**src/rtl/aes_ctr_stream_if.sv**
```systemverilog
`default_nettype none
// ============================================================================
// Module   : aes_ctr_stream_if
// Brief    : Word-in / word-out valid-ready streams of the CTR stream block.
// Revision : 1.0 - initial release
// ============================================================================
interface aes_ctr_stream_if;
   logic        in_valid_i;
   logic [31:0] in_data_i;
   logic        in_ready_o;
   logic        out_valid_o;
   logic [31:0] out_data_o;
   logic        out_ready_i;

   modport master (
      output in_valid_i, in_data_i, out_ready_i,
      input  in_ready_o, out_valid_o, out_data_o
   );

   modport slave (
      input  in_valid_i, in_data_i, out_ready_i,
      output in_ready_o, out_valid_o, out_data_o
   );
endinterface
`default_nettype wire

```
**src/rtl/aes_ctr_stream.sv**
```systemverilog
`default_nettype none
// ============================================================================
// Module   : aes_ctr_stream
// Brief    : CTR-mode front/back end: packs 4 words, XORs with AES keystream.
// Revision : 1.0 - initial release
// ============================================================================
module aes_ctr_stream #(
   parameter int LATENCY = 21,
   parameter int STAB_W  = 5
) (
   input  logic              wb_clk_i,
   input  logic              wb_rst_i,
   input  logic [95:0]       nonce_i,
   input  logic [31:0]       ctr_init_i,
   input  logic              ctr_load_i,
   aes_ctr_stream_if.slave   stream,
   output logic [127:0]      aes_state_o,
   input  logic [127:0]      aes_cipher_i,
   output logic              wrap_o,
   output logic              busy_o
);

   localparam logic [STAB_W-1:0] c_LAT = STAB_W'(LATENCY);

   typedef enum logic [1:0] {
      S_LOAD  = 2'd0,
      S_WAIT  = 2'd1,
      S_DRAIN = 2'd2
   } state_t;

   state_t              r_state;
   state_t              w_state_nxt;
   logic [1:0]          r_wcnt;
   logic [1:0]          r_ocnt;
   logic [95:0]         r_nonce;
   logic [31:0]         r_ctr;
   logic [STAB_W-1:0]   r_stab;
   logic                r_wrap;
   logic                r_out_valid;
   logic [127:0]        r_buf;
   logic [127:0]        r_obuf;

   logic                w_in_ready;
   logic                w_load_ok;
   logic                w_word_acc;
   logic                w_capture;
   logic                w_out_acc;
   logic [31:0]         w_out_word;

   always_ff @(posedge wb_clk_i) begin
      if (wb_rst_i) begin
         r_state <= S_LOAD;
      end else begin
         r_state <= w_state_nxt;
      end
   end

   always_comb begin
      w_state_nxt = r_state;
      w_in_ready  = 1'b0;
      w_load_ok   = 1'b0;
      w_word_acc  = 1'b0;
      w_capture   = 1'b0;
      w_out_acc   = 1'b0;
      case (r_state)
         S_LOAD: begin
            w_in_ready = !ctr_load_i;
            w_load_ok  = ctr_load_i && (r_wcnt == 2'd0);
            w_word_acc = stream.in_valid_i && w_in_ready;
            if (w_word_acc && (r_wcnt == 2'd3)) begin
               w_state_nxt = S_WAIT;
            end
         end
         S_WAIT: begin
            // Keystream is only trusted once {nonce, ctr} has been steady for the full pipe depth
            if (r_stab == c_LAT) begin
               w_capture   = 1'b1;
               w_state_nxt = S_DRAIN;
            end
         end
         S_DRAIN: begin
            w_out_acc = r_out_valid && stream.out_ready_i;
            if (w_out_acc && (r_ocnt == 2'd3)) begin
               w_state_nxt = S_LOAD;
            end
         end
         default: w_state_nxt = S_LOAD;
      endcase
   end

   always_ff @(posedge wb_clk_i) begin
      if (wb_rst_i) begin
         r_wcnt      <= 2'd0;
         r_ocnt      <= 2'd0;
         r_nonce     <= '0;
         r_ctr       <= '0;
         r_stab      <= '0;
         r_wrap      <= 1'b0;
         r_out_valid <= 1'b0;
         r_buf       <= '0;
         r_obuf      <= '0;
      end else begin
         if (w_load_ok) begin
            r_nonce <= nonce_i;
            r_ctr   <= ctr_init_i;
            r_stab  <= '0;
            r_wrap  <= 1'b0;
         end else if (w_capture) begin
            r_ctr  <= r_ctr + 32'd1;
            r_stab <= '0;
            if (r_ctr == 32'hFFFF_FFFF) begin
               r_wrap <= 1'b1;
            end
         end else if (r_stab != c_LAT) begin
            r_stab <= r_stab + STAB_W'(1);
         end

         if (w_word_acc) begin
            r_wcnt <= r_wcnt + 2'd1;
            case (r_wcnt)
               2'd0:    r_buf[127:96] <= stream.in_data_i;
               2'd1:    r_buf[95:64]  <= stream.in_data_i;
               2'd2:    r_buf[63:32]  <= stream.in_data_i;
               default: r_buf[31:0]   <= stream.in_data_i;
            endcase
         end

         if (w_capture) begin
            r_obuf      <= r_buf ^ aes_cipher_i;
            r_out_valid <= 1'b1;
            r_ocnt      <= 2'd0;
         end else if (w_out_acc) begin
            r_ocnt <= r_ocnt + 2'd1;
            if (r_ocnt == 2'd3) begin
               r_out_valid <= 1'b0;
            end
         end
      end
   end

   always_comb begin
      w_out_word = r_obuf[31:0];
      case (r_ocnt)
         2'd0:    w_out_word = r_obuf[127:96];
         2'd1:    w_out_word = r_obuf[95:64];
         2'd2:    w_out_word = r_obuf[63:32];
         default: w_out_word = r_obuf[31:0];
      endcase
   end

   assign stream.in_ready_o  = w_in_ready;
   assign stream.out_valid_o = r_out_valid;
   assign stream.out_data_o  = w_out_word;
   assign aes_state_o        = {r_nonce, r_ctr};
   assign wrap_o             = r_wrap;
   assign busy_o             = (r_state != S_LOAD) || (r_wcnt != 2'd0);

endmodule
`default_nettype wire

```
**src/flat_wrapper.sv**
```systemverilog
// flat-port wrapper written by rule: the top's interface ports become plain ports
module aes_ctr_stream_flat 
#(
   parameter int LATENCY = 21,
   parameter int STAB_W  = 5
)
  (wb_clk_i, wb_rst_i, nonce_i, ctr_init_i, ctr_load_i, aes_state_o, aes_cipher_i, wrap_o, busy_o, stream_in_valid_i, stream_in_data_i, stream_out_ready_i, stream_in_ready_o, stream_out_valid_o, stream_out_data_o);
  aes_ctr_stream_if stream_i ();
  input  logic wb_clk_i;
  input  logic wb_rst_i;
  input  logic [95:0] nonce_i;
  input  logic [31:0] ctr_init_i;
  input  logic ctr_load_i;
  output logic [127:0] aes_state_o;
  input  logic [127:0] aes_cipher_i;
  output logic wrap_o;
  output logic busy_o;
  input wire logic [$bits(stream_i.in_valid_i)-1:0] stream_in_valid_i;
  input wire logic [$bits(stream_i.in_data_i)-1:0] stream_in_data_i;
  input wire logic [$bits(stream_i.out_ready_i)-1:0] stream_out_ready_i;
  output wire logic [$bits(stream_i.in_ready_o)-1:0] stream_in_ready_o;
  output wire logic [$bits(stream_i.out_valid_o)-1:0] stream_out_valid_o;
  output wire logic [$bits(stream_i.out_data_o)-1:0] stream_out_data_o;
  assign stream_i.in_valid_i = stream_in_valid_i;
  assign stream_i.in_data_i = stream_in_data_i;
  assign stream_i.out_ready_i = stream_out_ready_i;
  assign stream_in_ready_o = stream_i.in_ready_o;
  assign stream_out_valid_o = stream_i.out_valid_o;
  assign stream_out_data_o = stream_i.out_data_o;
  aes_ctr_stream #(.LATENCY(LATENCY), .STAB_W(STAB_W)) u_core (.wb_clk_i(wb_clk_i), .wb_rst_i(wb_rst_i), .nonce_i(nonce_i), .ctr_init_i(ctr_init_i), .ctr_load_i(ctr_load_i), .stream(stream_i), .aes_state_o(aes_state_o), .aes_cipher_i(aes_cipher_i), .wrap_o(wrap_o), .busy_o(busy_o));
endmodule
```
**config.mk**
```make
export PLATFORM = sky130hd
export DESIGN_NAME = aes_ctr_stream_flat
export DESIGN_NICKNAME = d
export VERILOG_FILES = /design/src/rtl/aes_ctr_stream_if.sv /design/src/rtl/aes_ctr_stream.sv /design/src/flat_wrapper.sv
export SDC_FILE = /design/constraint.sdc
export NUM_CORES = 1
export LEC_CHECK = 0
export ABC_AREA = 1
export BUFFER_PORTS_ARGS = -buffer_cell sky130_fd_sc_hd__buf_2
export CORE_MARGIN = 8
export CORE_UTILIZATION = 50
export DETAILED_ROUTE_END_ITERATION = 8
export GPL_TIMING_DRIVEN = 0
export PLACE_DENSITY = 0.76
export SYNTH_ARGS = -nofsm -noshare
export SYNTH_HDL_FRONTEND = slang
export SYNTH_SLANG_ARGS = --single-unit
```
**constraint.sdc**
```tcl
create_clock -name wb_clk_i -period 3.8 [get_ports wb_clk_i]
set_input_delay 0.38 -clock wb_clk_i [delete_from_list [all_inputs] [get_ports wb_clk_i]]
set_output_delay 0.38 -clock wb_clk_i [all_outputs]
set_load 0.005 [all_outputs]
```
# After elaboration in Yosys (flattened, before gate mapping)
# Cells that the tools add are included.
# totals
ff_bits	397
in_bits	293
out_inout_bits	164
word_cells	75
# op_classes
n_addsub	4
n_eq_ne	14
mux	16
bitwise_logic	2
reduce_logical	26
# ops
cell	n
128-bit bitwise XOR	1
32-bit case mux with 3 select lines	1
32-bit 2-to-1 mux	2
32-bit by 1-bit adder with 32-bit output (second input constant)	1
32-bit == test (second input constant)	1
2-bit AND reduction	6
2-bit == test (second input constant)	5
2-bit nonzero test	5
1-bit 2-to-1 mux	9
2-bit by 1-bit == test with 1-bit output (second input constant)	3
2-bit logical NOT	3
2-bit 2-to-1 mux	3
2-bit by 1-bit inequality test with 1-bit output (second input constant)	3
2-bit case mux with 3 select lines	1
3-bit OR reduction	2
5-bit by 1-bit adder with 5-bit output (second input constant)	1
5-bit == test (second input constant)	1
1-bit logical AND	5
5-bit inequality test (second input constant)	1
2-bit by 1-bit adder with 2-bit output (second input constant)	2
2-bit OR reduction	2
3-bit AND reduction	1
1-bit logical NOT	1
1-bit logical OR	1
1-bit NOT	1

# Depth between registers and ports, before layout
# Gate-level depths: netlist of the first run.
# logic_depth
depth_word	5
mapped_depth	12
ltp_nobuf	11

# Least setup slack after synthesis of the first run
# Ideal clock, no wire load.
# synth_timing
path_kind	reg2out
start	register u_core.r_ocnt[0]
end	output stream_out_data_o[0]
t_arrival_ps	1361
required_ps	3420
slack_ps	2059
stages_incl_launch_ff	8
path_cell_list	dfxtp_1 > inv_1 > ha_1 > inv_1 > clkbuf_1 > o22ai_1 > a211oi_1 > a21oi_1
# synth_via
elab_chain_cells	2
# synth_lines
item	line_no	source
start, declared	aes_ctr_stream.sv:34	logic [1:0] r_ocnt;
start signal, assigned	aes_ctr_stream.sv:133	r_ocnt <= r_ocnt + 2'd1;
2-bit == test (tied with other cells)	aes_ctr_stream.sv:143	case (r_ocnt)
32-bit case mux with 3 select lines *	aes_ctr_stream.sv:143	
end, declared	flat_wrapper.sv:23	output wire logic [$bits(stream_i.out_data_o)-1:0] stream_out_data_o;
# Every way passes the cells marked *; elsewhere a longest branch is shown, timed or not.

# Worst setup path after layout of the first run
# layout_timing
start	register u_core.r_ocnt[1]
end	output stream_out_data_o[2]
# The elaborated chain is that of the path after synthesis.

==> impl_metrics.env, run 1 <==
export IMPL_rsz0062_at_grt="false"
export IMPL_slew_viol_final=0
export IMPL_path_max_fanout=10
export IMPL_fmax_mhz=296
export IMPL_clkLatencyLatePin_ns=0.55
export IMPL_synth_avg_cell_area_sq_um=7.66
export IMPL_drtPass1Iterations=7
export IMPL_status="completed"
export IMPL_end_kind="primary output"
export IMPL_crit_buf_inv=3
export IMPL_placementRows=67
export IMPL_power_density_nw_per_um2=461
export IMPL_stdcell_count=3223
export IMPL_p_total_mw=9.87
export IMPL_critPathLaunchType="register"
export IMPL_crit_family="buffers and inverters"
export IMPL_synth_top_cell_by_area="dfxtp_1"
export IMPL_skew_ns=0.0211
export IMPL_post_route_min_period_ns=3.38
export IMPL_cts_inserted_buffers=43
export IMPL_timing_final_hold_violations=0
export IMPL_dpl_cell_count=3133
export IMPL_cts_setup_buffers=0
export IMPL_crit_chain="ha_1, clkbuf_1, clkbuf_1, a211oi_1, a21oi_1, buf_2"
export IMPL_synth_warnings=0
export IMPL_cts_htree_levels=2
export IMPL_cap_viol_max_count=0
export IMPL_antenna_found_initial=18
export IMPL_synthCells=2230
export IMPL_grt_first_pass_wirelength_mm=103
export IMPL_remaining_drc_errors=0
export IMPL_grt_pass1_vias=17500
export IMPL_ys_ff_latch=397
export IMPL_p_leak_nw=9.26
export IMPL_grt_max_degree=15
export IMPL_io_pin_count=457
export IMPL_async_flop_share_pct=0
export IMPL_path_clk_slew_ns=0.06
export IMPL_synthFlopType="dfxtp_1"
export IMPL_hp_class="primary input to register"
export IMPL_start_util_pct=50.8
export IMPL_place_hpwl_mm=52.0
export IMPL_relSlewSlack_pct=34.3
export IMPL_drive_above_1_share_pct=22.5
export IMPL_cts_resized=0
export IMPL_core_region_area_sq_um=33600
export IMPL_die_area_sq_um=40300
export IMPL_finalHoldWorstSlack_ns=0.0862
export IMPL_grt_usage_pct=32.3
export IMPL_clockBufferDepth=3
export IMPL_synthMostInstantiatedCell="dfxtp_1"
export IMPL_synth_top_area_share_pct=46.5
export IMPL_synthTopCellsByArea="dfxtp_1, a21oi_1, nor2_1"
export IMPL_synth_nets=2536
export IMPL_setup_tns_ns=0
export IMPL_arrival_ns=3.00
export IMPL_clkSinkCount=397
export IMPL_timing_setup_critical_path_class="register to primary output"
export IMPL_antenna_left=0
export IMPL_cpMostUsedCell="clkbuf_1"
export IMPL_worst_pin_slew_ns=0.985
export IMPL_cts_root_buffer="clkbuf_16"
export IMPL_viasPerCell=5.57
export IMPL_yosysUniqueCellTypes=37
export IMPL_numPortBuffers=455
export IMPL_fin_nets=3036
export IMPL_yosysSeqAreaShare_pct=46.5
export IMPL_slowest_stage="clkbuf_1"
export IMPL_holdBufCountCts=0
export IMPL_drt_iter0_markers=1587
export IMPL_routedWlPerCell_um=21.3
export IMPL_overflow=0
export IMPL_die_w_um=201
export IMPL_slowest_delay_ns=0.75
export IMPL_nFillCells=3066
export IMPL_ir_drop_mv=0.374
export IMPL_wirelength_mm=68.6
export IMPL_period_share_pct=88.9
export IMPL_synth_edf_count=0
export IMPL_syn_area_sq_um=17100
export IMPL_syn2layout_area_growth_pct=25.2
export IMPL_die_h_um=201
export IMPL_cp_required_ns=3.42
export IMPL_via_count=18000
export IMPL_cts_tree="built"
export IMPL_setup_violations=0
export IMPL_place_congestion=0.951
export IMPL_synthTopCellsByCount="dfxtp_1, nor2_1, nand2_1"
==> cells in the final DEF (no fill, tap or decap), types with 7 or more instances in the layout <==
| master | netlist | final |
|---|---|---|
| clkbuf_1 | 81 | 89 |
| xor2_1 | 99 | 99 |
| o22ai_1 | 32 | 32 |
| o21ai_1 | 23 | 23 |
| nor2_2 | 8 | 8 |
| dfxtp_1 | 397 | 397 |
| nand4_1 | 7 | 7 |
| nand3_1 | 144 | 144 |
| a211oi_1 | 33 | 33 |
| buf_4 | 7 | 7 |
| clkbuf_2 | 9 | 9 |
| clkbuf_8 | 0 | 9 |
| nor2_1 | 306 | 306 |
| xnor2_1 | 39 | 39 |
| clkbuf_16 | 0 | 44 |
| a21oi_1 | 258 | 258 |
| ha_1 | 13 | 13 |
| o31ai_1 | 32 | 32 |
| nand2_1 | 264 | 264 |
| inv_1 | 165 | 165 |
| o21ai_0 | 226 | 226 |
| diode_2 | 0 | 11 |
| clkinv_2 | 0 | 11 |
| buf_2 | 50 | 505 |
==> final cells by class <==
class                           count  area, sq um  area share, %
Clock buffer                       61         1250           5.87
Timing Repair Buffer              455         2280           10.6
Clock inverter                     18          190          0.889
Tap cell                          448          561           2.62
Sequential cell                   397         7950           37.2
Antenna cell                       11         27.5          0.129
Multi-Input combinational cell   1508         7760           36.3
Buffer                            155          727           3.40
Inverter                          170          643           3.01
==> per-stage QoR <==
stage | instance area, sq um | setup WS, ns | util (%)
after floorplan | 17100 | 2.06 | -
after global placement | 19900 | 1.10 | 59.3
after detailed placement | 19900 | 1.10 | 59.3
after CTS | 21400 | 0.529 | 63.6
after global routing | 21400 | 0.367 | 63.6
final | 21400 | 0.422 | 63.6
==> cell families (layout without fill, tap and decap cells) <==
| group | after synthesis | after routing | share of synthesized area, % |
|---|---|---|---|
| fa+ha+maj | 13 | 13 | 0.952 |
| xor+xnor | 138 | 138 | 7.08 |
| simple gates | 741 | 741 | 18.0 |
| flops | 397 | 397 | 46.5 |
| other cells | 0 | 11 | 0 |
| compound gates | 616 | 616 | 19.4 |
| buf+inv | 325 | 859 | 8.02 |
==> sequential cells by signal, summed over array words and instances (netlist names) <==
signal and flops:
u_core.r_buf 128, u_core.r_ctr 32, u_core.r_nonce 96, u_core.r_obuf 128
u_core.r_ocnt 2, u_core.r_stab 5, u_core.r_state 2, u_core.r_wcnt 2
u_core.stream.out_valid_o 1, u_core.wrap_o 1
==> power breakdown <==
| part | switching (mW) | internal [mW] |
|---|---|---|
| sequential | 0.128 | 4.34 |
| clock | 1.78 | 2.52 |
| combinational | 0.682 | 0.430 |
==> layer usage <==
layer / wire length [um] / GRT usage [%] / up-vias
li1: - / - / 8371
met1: 26800 / 40.3 / 8351
met2: 31200 / 52.1 / 1020
met3: 7300 / 8.42 / 207
met4: 3190 / 14.5 / 8
met5: 49 / 0 / -
==> final timing paths <==
| kind | startpoint | to | slack [ns] | cells past startpoint |
|---|---|---|---|---|
| hold reg to reg | u_core.r_obuf[31] | u_core.r_obuf[31] | 0.45 | 2 |
| setup reg to reg | u_core.r_wcnt[0] | u_core.r_buf[126] | 1.81 | 8 |
| hold / removal | nonce_i[91] | u_core.r_nonce[91] | 0.09 | 3 |
| setup / recovery | u_core.r_ocnt[1] | stream_out_data_o[2] | 0.42 | 6 |
==> worst min-delay path, delay by kind of cell <==
family,cells,cell delay (ns)
simple gates,1,0.08
buf+inv,1,0.07
compound gates,1,0.07
(Power assumes the default switching activity.)
==> run 2, diff against run 1 <==
Settings changed: ABC_AREA 1 to not set, GPL_TIMING_DRIVEN 0 to 1, PLACE_DENSITY 0.76 to 0.77.
Clock period 3.8 ns to 3.2 ns, I/O delays scaled along.
==> impl_metrics.env, run 2 <==
export IMPL_postPlaceCellArea_sq_um=18900
export IMPL_clockBufferDepth=3
export IMPL_grt_pass1_vias=15000
export IMPL_remaining_drc_errors=0
export IMPL_timing_final_hold_violations=0
export IMPL_post_route_min_period_ns=2.84
export IMPL_async_flop_share_pct=0
export IMPL_p_leak_nw=8.00
export IMPL_timing_setup_critical_path_class="register to primary output"
export IMPL_synth_top_area_share_pct=48.6
export IMPL_period_share_pct=88.7
export IMPL_relSlewSlack_pct=31.6
export IMPL_critPathLaunchType="register"
export IMPL_setup_violations=0
export IMPL_path_clk_slew_ns=0.06
export IMPL_status="completed"
export IMPL_skew_ns=0.0274
export IMPL_worst_pin_slew_ns=1.03
export IMPL_final_cell_mix="nand2_1, buf_2, dfxtp_1"
export IMPL_synth_warnings=0
export IMPL_fin_area_sq_um=20400
export IMPL_via_count=15200
export IMPL_yosysUniqueCellTypes=52
export IMPL_overflow=0
export IMPL_wirelength_mm=54.1
export IMPL_start_util_pct=50.5
export IMPL_cts_root_buffer="clkbuf_16"
export IMPL_syn2layout_area_growth_pct=24.7
export IMPL_grt_first_pass_wirelength_mm=82.0
export IMPL_arrival_ns=2.52
export IMPL_synth_nets=2259
export IMPL_largestRegisters="u_core.r_buf: 128 flops, u_core.r_obuf: 128 flops, u_core.r_nonce: 96 flops"
export IMPL_clkSinkCount=397
export IMPL_synthTopCellsByCount="nand2_1, dfxtp_1, a21oi_1"
export IMPL_synthMostInstantiatedCell="nand2_1"
export IMPL_cts_tree="built"
export IMPL_drt_iter0_markers=1222
export IMPL_place_hpwl_mm=38.1
export IMPL_stdcell_count=2820
export IMPL_fin_nets=2634
export IMPL_antenna_found_initial=22
export IMPL_die_area_sq_um=38700
export IMPL_clkLatencyLatePin_ns=0.55
export IMPL_hp_class="primary input to register"
export IMPL_viasPerCell=5.38
export IMPL_die_h_um=197
export IMPL_finalHoldWorstSlack_ns=0.0264
export IMPL_cts_htree_levels=2
export IMPL_power_density_nw_per_um2=546
export IMPL_synthTopCellsByArea="dfxtp_1, nand2_1, a21oi_1"
export IMPL_grt_usage_pct=26.3
export IMPL_cts_inserted_buffers=42
export IMPL_io_pin_count=457
export IMPL_ys_ff_latch=397
export IMPL_setup_tns_ns=0
export IMPL_drtPass1Iterations=9
export IMPL_synth_avg_cell_area_sq_um=8.37
export IMPL_rsz0062_at_grt="false"
export IMPL_numPortBuffers=456
export IMPL_cp_required_ns=2.88
export IMPL_path_max_fanout=32
export IMPL_routedWlPerCell_um=19.2
export IMPL_yosysSeqAreaShare_pct=48.6
export IMPL_antenna_left=0
export IMPL_dpl_cell_count=2724
export IMPL_end_kind="primary output"
export IMPL_placementRows=66
export IMPL_final_common_cell="nand2_1"
export IMPL_core_region_area_sq_um=32400
export IMPL_cap_viol_max_count=0
export IMPL_synthFlopType="dfxtp_1"
export IMPL_drive_above_1_share_pct=23.9
export IMPL_synth_top_cell_by_area="dfxtp_1"
export IMPL_synthCells=1953
export IMPL_die_w_um=197
export IMPL_ir_drop_mv=0.400
export IMPL_syn_area_sq_um=16300
export IMPL_fmax_mhz=352
export IMPL_grt_max_degree=197
export IMPL_synth_edf_count=0
export IMPL_slew_viol_final=0
export IMPL_place_congestion=0.988
==> run 2: cell count changes after synthesis, moves of 32 or more <==
cell | previous run | this run
nand2_1 | 264 | 472
xnor2_1 | 39 | 104
o21ai_0 | 226 | 6
a222oi_1 | 0 | 33
nor2_1 | 306 | 160
clkbuf_1 | 81 | 113
a211oi_1 | 33 | 140
xor2_1 | 99 | 44
inv_1 | 165 | 40
mux2i_1 | 0 | 35
nand3_1 | 144 | 10
==> run 2: worst paths after layout <==
| check | from | end | slack (ns) | cells past startpoint |
|---|---|---|---|---|
| max | u_core.r_ocnt[0] | stream_out_data_o[19] | 0.36 | 5 |
| min | nonce_i[92] | u_core.r_nonce[92] | 0.03 | 3 |
| max reg2reg | u_core.r_stab[0] | u_core.r_obuf[116] | 0.75 | 6 |
| min reg2reg | u_core.r_nonce[73] | u_core.r_nonce[73] | 0.45 | 2 |
==> run 2: per-stage QoR <==
| step | total power, mW | setup slack [ns] | utilization, % |
|---|---|---|---|
| finish | 11.1 | 0.361 | 62.9 |
| detailed placement | 6.32 | 0.875 | 58.4 |
| floorplan | 5.79 | 1.33 | - |
| global route | 11.5 | 0.166 | 62.9 |
| global placement | 6.30 | 0.981 | 58.4 |
| CTS | 11.2 | 0.317 | 62.8 |
==> run 2: power by group <==
group / switching, mW / internal, mW
sequential: 0.125 / 5.10
clock: 2.02 / 2.88
combinational: 0.576 / 0.426
total: 2.73 / 8.40
==> run 2: timing repair <==
action                                 CTS  global route
endpoints found under the hold margin    2             0
buffers inserted                         0             0
gates resized for setup                  0             0
hold buffers                             2             0
==> run 2: cell type report <==
cell class	count	area, sq um
multi-input cells	1369	7730
fillers	2826	12000
well taps	442	553
clock inverters	20	203
flip-flops and latches	397	7950
diodes	17	42.5
clock buffers	57	1200
repair buffers	478	2550
inverters	40	150
==> run 2: metal layers <==
layer	track usage [%]	wire length, um
met1	30.5	20500
met2	44.9	26300
met3	5.97	4770
met4	14.1	2540
met5	0	81
==> run 2: kinds of logic after synthesis <==
| family | count (synthesis) | share of synthesized area, % |
|---|---|---|
| buffers and inverters | 187 | 4.45 |
| multiplexers | 35 | 2.14 |
| AO/OA/AOI/OAI | 452 | 17.4 |
| adder cells (fa/ha/maj) | 13 | 0.995 |
| XOR/XNOR | 148 | 7.93 |
| AND/OR/NAND/NOR | 721 | 18.4 |
| flip-flops | 397 | 48.6 |
==> run 2: worst max-delay path, cell delays in order, from the launching register on <==
cell	delay, ns
dfxtp_1	0.34
inv_1	0.14
ha_2	0.78
a222oi_1	0.25
mux2i_1	0.30
buf_2	0.17
